$ cat src/rtl/bp_be_regfile_wb_arbiter.sv
// Writeback arbiter for the single regfile write port: fixed priority with
// anti-starvation aging, a registered write stage, and a per-register busy scoreboard.
module bp_be_regfile_wb_arbiter #(
  parameter int num_req_p        = 3,
  parameter int data_width_p     = 64,
  parameter int reg_addr_width_p = 5,
  parameter int starve_limit_p   = 8,
  localparam int rf_els_lp       = 2**reg_addr_width_p
) (
  input  logic                                   clk_i,
  input  logic                                   reset_n_i,
  input  logic [num_req_p-1:0]                   req_v_i,
  input  logic [num_req_p*reg_addr_width_p-1:0]  req_addr_i,
  input  logic [num_req_p*data_width_p-1:0]      req_data_i,
  output logic [num_req_p-1:0]                   req_ready_o,
  input  logic                                   score_v_i,
  input  logic [reg_addr_width_p-1:0]            score_addr_i,
  output logic [rf_els_lp-1:0]                   busy_o,
  output logic                                   rd_w_v_o,
  output logic [reg_addr_width_p-1:0]            rd_addr_o,
  output logic [data_width_p-1:0]                rd_data_o
);

  localparam int cnt_w_lp = $clog2(starve_limit_p + 1);

  logic [cnt_w_lp-1:0]         wait_cnt_q [num_req_p];
  logic [cnt_w_lp-1:0]         wait_cnt_d [num_req_p];
  logic [num_req_p-1:0]        starving;
  logic [num_req_p-1:0]        grant;
  logic                        found;
  logic [reg_addr_width_p-1:0] win_addr;
  logic [data_width_p-1:0]     win_data;

  logic                        rd_w_v_q, rd_w_v_d;
  logic [reg_addr_width_p-1:0] rd_addr_q, rd_addr_d;
  logic [data_width_p-1:0]     rd_data_q, rd_data_d;
  logic [rf_els_lp-1:0]        busy_q, busy_d;

  // Starving requesters override plain priority; lowest index wins within each class.
  always_comb begin
    starving = '0;
    grant    = '0;
    found    = 1'b0;
    win_addr = '0;
    win_data = '0;
    for (int i = 0; i < num_req_p; i++) begin
      starving[i] = req_v_i[i] && (wait_cnt_q[i] == cnt_w_lp'(starve_limit_p));
    end
    for (int i = 0; i < num_req_p; i++) begin
      if (!found && ((|starving) ? starving[i] : req_v_i[i])) begin
        grant[i] = 1'b1;
        found    = 1'b1;
      end
    end
    if (!reset_n_i) begin
      grant = '0;
    end
    for (int i = 0; i < num_req_p; i++) begin
      if (grant[i]) begin
        win_addr = req_addr_i[i*reg_addr_width_p +: reg_addr_width_p];
        win_data = req_data_i[i*data_width_p +: data_width_p];
      end
    end
  end

  always_comb begin
    for (int i = 0; i < num_req_p; i++) begin
      wait_cnt_d[i] = wait_cnt_q[i];
      if (!req_v_i[i] || grant[i]) begin
        wait_cnt_d[i] = '0;
      end else if (wait_cnt_q[i] != cnt_w_lp'(starve_limit_p)) begin
        wait_cnt_d[i] = wait_cnt_q[i] + cnt_w_lp'(1);
      end
    end
  end

  // x0 writes are consumed but never reach the regfile.
  always_comb begin
    rd_w_v_d  = (|grant) && (win_addr != '0);
    rd_addr_d = (|grant) ? win_addr : rd_addr_q;
    rd_data_d = (|grant) ? win_data : rd_data_q;
    busy_d    = busy_q;
    if (rd_w_v_q) begin
      busy_d[rd_addr_q] = 1'b0;
    end
    if (score_v_i && (score_addr_i != '0)) begin
      busy_d[score_addr_i] = 1'b1;
    end
    busy_d[0] = 1'b0;
  end

  always_ff @(posedge clk_i) begin
    if (!reset_n_i) begin
      rd_w_v_q  <= 1'b0;
      rd_addr_q <= '0;
      rd_data_q <= '0;
      busy_q    <= '0;
      for (int i = 0; i < num_req_p; i++) begin
        wait_cnt_q[i] <= '0;
      end
    end else begin
      rd_w_v_q  <= rd_w_v_d;
      rd_addr_q <= rd_addr_d;
      rd_data_q <= rd_data_d;
      busy_q    <= busy_d;
      for (int i = 0; i < num_req_p; i++) begin
        wait_cnt_q[i] <= wait_cnt_d[i];
      end
    end
  end

  assign req_ready_o = grant;
  assign rd_w_v_o    = rd_w_v_q;
  assign rd_addr_o   = rd_addr_q;
  assign rd_data_o   = rd_data_q;
  assign busy_o      = busy_q;

endmodule

$ cat config.mk
export PLATFORM = sky130hd
export DESIGN_NAME = bp_be_regfile_wb_arbiter
export DESIGN_NICKNAME = d
export VERILOG_FILES = /design/src/rtl/bp_be_regfile_wb_arbiter.sv
export SDC_FILE = /design/constraint.sdc
export NUM_CORES = 1
export LEC_CHECK = 0
export CAP_MARGIN = 20
export CORE_AREA = 2 2 124 126
export CTS_CLUSTER_DIAMETER = 50
export DETAILED_ROUTE_END_ITERATION = 10
export DIE_AREA = 0 0 126 128
export PLACE_DENSITY = 0.77
export SLEW_MARGIN = 20
export SYNTH_ARGS = -nofsm -noshare
export SYNTH_HDL_FRONTEND = slang
export SYNTH_SLANG_ARGS = --single-unit
$ cat constraint.sdc
create_clock -name clk_i -period 3.42 [get_ports clk_i]
set_clock_uncertainty 0.2 [all_clocks]
set_input_delay 0.513 -clock clk_i [delete_from_list [all_inputs] [get_ports clk_i]]
set_output_delay 0.513 -clock clk_i [all_outputs]
set_load 0.02 [all_outputs]
==> results.cfg <==
[run_status]
status = finished clean

[routing]
dr.pass1.iters = 7
vias = 5949
first_iter_violations = 438
routedWlPerCell_um = 19.6
drt-total-wl_mm = 20.9
drc_errors = 0
viasPerCell = 5.59
drtAntennaViolNets = 0

[setup_path]
path_class = flop to primary output
cp_slowest_cell = clkdlybuf4s50_1
cp-end-kind = primary output
cp-startpoint = wait_cnt_q[0][0]
startpoint_type = flop
path_depth = 6
rr_startpoint = wait_cnt_q[0][0]
path_cells = inv_1 -> ha_1 -> and3b_1 -> o21ai_0 -> and4bb_4 -> clkdlybuf4s50_1
crit_fanout = 4
worstPathRequired_ps = 2710
path_buf_inv = 2
critPathArrivalTime_ps = 2460
cp_top_family = buffers and inverters
rr_worst_depth = 9
max_stage_delay_ps = 600

[timing]
finalCritPeriodShare_pct = 92.7
hold_viol = 0
grt_setup_unrepaired = false
fin_hold_ws_ps = 247
maxSlewViolCount = 0
setup_tns_ps = 0
maxSlewHeadroom_pct = 45.6
setup_viol = 0
max_slew.worst_pin.slew_ps = 816
layout_min_cycle_time_ps = 3170
fmax_mhz = 316

[clock_network]
cts-hold-fix-buffers = 0
cts_tree = yes
root_buffer = clkbuf_16
clk_pin_slew_ps = 50
cts.sinks = 113
post_cts_buffers = 0
cts_buffers = 17
clkLatencyLatePin_ps = 420
cts_buffer_depth = 2
cts-resized-gates = 0
cts_max_level = 4

[floorplanning]
dieArea_sq_um = 16100
die_h_um = 128
core_area_sq_um = 14900
die_w_um = 126
start_util_pct = 34.7
num_rows = 45
ios = 323

[grt]
grt_pass1_vias = 5600
grt_overflow = 0
grt_pass1_wl_mm = 30.9
antenna_found_initial = 1
grt_use_total_pct = 24.6
grt_max_degree = 139

[power]
p_int_uw = 3020
p_leak_uw = 0.00311
power_density_nw_per_um2 = 440
p_switching_uw = 983
comb_power_share_pct = 17.9
power.share.sequential_pct = 35.8
ir_worst_vdd_mv = 0.326
clkPwrFrac_pct = 46.3
swShare_pct = 24.6

[worst_hold_path]
min_path_type = flop to flop
min_path_cells = 2
min_from = rd_data_o[27]

[place]
place_congestion = 0.886
numPortBuffers = 321
dpl.hpwl_mm = 14.8

[layout]
nets = 1087
n_fill_cell = 1285
layout-drive-gt1-share_pct = 5.82
areaGrowthSynthToFinish_pct = 76.1
layout_common_cells = clkdlybuf4s50_1 (321), dfxtp_1 (113), o21ai_0 (97)
layout_commonest_cell = clkdlybuf4s50_1

[synth]
mappedNetlistArea_sq_um = 5160
syn_nets = 789
ys_seq_elements = 113
avgSynthCellArea_sq_um = 9.13
ys_seq_area_share_pct = 43.8
synth_cell_types = 37
synth_cells = 565
yosysWarnings = 0

[run]
maxCapViolations = 0
==> logic make-up (layout without fill, tap and decap cells) <==
group,Yosys count,in the layout,share of synthesized area [%]
adders and majority gates,6,6,1.45
buffers and inverters,61,372,6.60
and+or+nand+nor,105,105,10.3
muxes,1,1,0.194
other,1,2,0.0727
DFF,113,113,43.8
AOI/OAI and AO/OA,270,270,36.2
xor gates and xnor gates,8,8,1.36
==> flip-flops by register name (all words and copies together), names as in the netlist <==
signal	flops
rd_data_o	64
busy_o	31
wait_cnt_q	12
rd_addr_o	5
rd_w_v_o	1
==> synth_stat cells (all sizes together) <==
| cell | instances | area, sq um |
|---|---|---|
| a22oi | 63 | 473 |
| a21boi | 31 | 233 |
| nor4 | 1 | 6.26 |
| xor2 | 3 | 26.3 |
| or3 | 1 | 6.26 |
| nand3 | 6 | 30.0 |
| or3b | 3 | 26.3 |
| and4bb | 1 | 12.5 |
| xnor2 | 5 | 43.8 |
| nor3 | 5 | 25.0 |
| and3b | 6 | 52.6 |
| nand3b | 7 | 52.6 |
| a222oi | 5 | 50.1 |
| or2 | 1 | 6.26 |
| buf | 25 | 205 |
| a22o | 2 | 17.5 |
| nor2 | 12 | 45.0 |
| o211a | 1 | 10.0 |
| nor3b | 4 | 30.0 |
| clkbuf | 29 | 109 |
| inv | 7 | 26.3 |
| o21ai | 98 | 490 |
| mux2i | 1 | 10.0 |
| dfxtp | 113 | 2260 |
| and3 | 2 | 12.5 |
| nand4b | 3 | 26.3 |
| ha | 6 | 75.1 |
| nand4 | 1 | 6.26 |
| a31oi | 1 | 6.26 |
| a221oi | 63 | 552 |
| a2111oi | 1 | 8.76 |
| conb | 1 | 3.75 |
| a21oi | 5 | 25.0 |
| nand2 | 52 | 195 |
==> cell type report <==
cell class	instances	area (sq um)	area share, %
repair buffers	333	3370	37.0
multi-input cells	391	2580	28.4
flip-flops and latches	113	2260	24.9
clock buffers	23	488	5.37
well taps	188	235	2.59
clock inverters	9	129	1.42
inverters	7	26.3	0.289
diodes	1	2.50	0.0275
==> per-layer routing <==
layer	wire length [um]	GRT usage, %	up-vias
met2	10200	39.9	298
met4	605	10.1	0
met5	0	0	-
met1	8180	30.1	2827
li1	-	-	2786
met3	1870	8.10	38
==> power by group through the flow <==
| stage | sequential, uW | clock [uW] | combinational [uW] |
|---|---|---|---|
| 2_1_floorplan | 1520 | 0 | 191 |
| 3_3_place_gp | 1460 | 0 | 711 |
| 3_5_place_dp | 1460 | 0 | 716 |
| 4_1_cts | 1430 | 1880 | 720 |
| 5_1_grt | 1440 | 1940 | 761 |
| 6_report | 1430 | 1850 | 717 |
==> stage by stage <==
stage	total power (uW)	cells	area (sq um)	setup WS (ps)	util (%)
3_3_place_gp	2170	1032	8470	402	57.0
6_report	4000	1065	9090	251	61.1
3_5_place_dp	2170	1032	8470	340	57.0
5_1_grt	4140	1065	9090	133	61.1
2_1_floorplan	1710	565	5160	1150	-
4_1_cts	4030	1064	9080	228	61.1
==> worst min-delay path, cell delays in order, from the launching register on <==
cell	delay, ps
dfxtp_1	310
nand2_1	50
nand2_1	40
==> worst paths after layout <==
check                                 endpoint  slack (ps)
worst min-delay path             rd_data_o[27]         250
worst min register to register   rd_data_o[27]         250
worst max register to register        rd_w_v_o         710
worst max-delay path            req_ready_o[2]         250
Power figures use the tool's default switching activity.
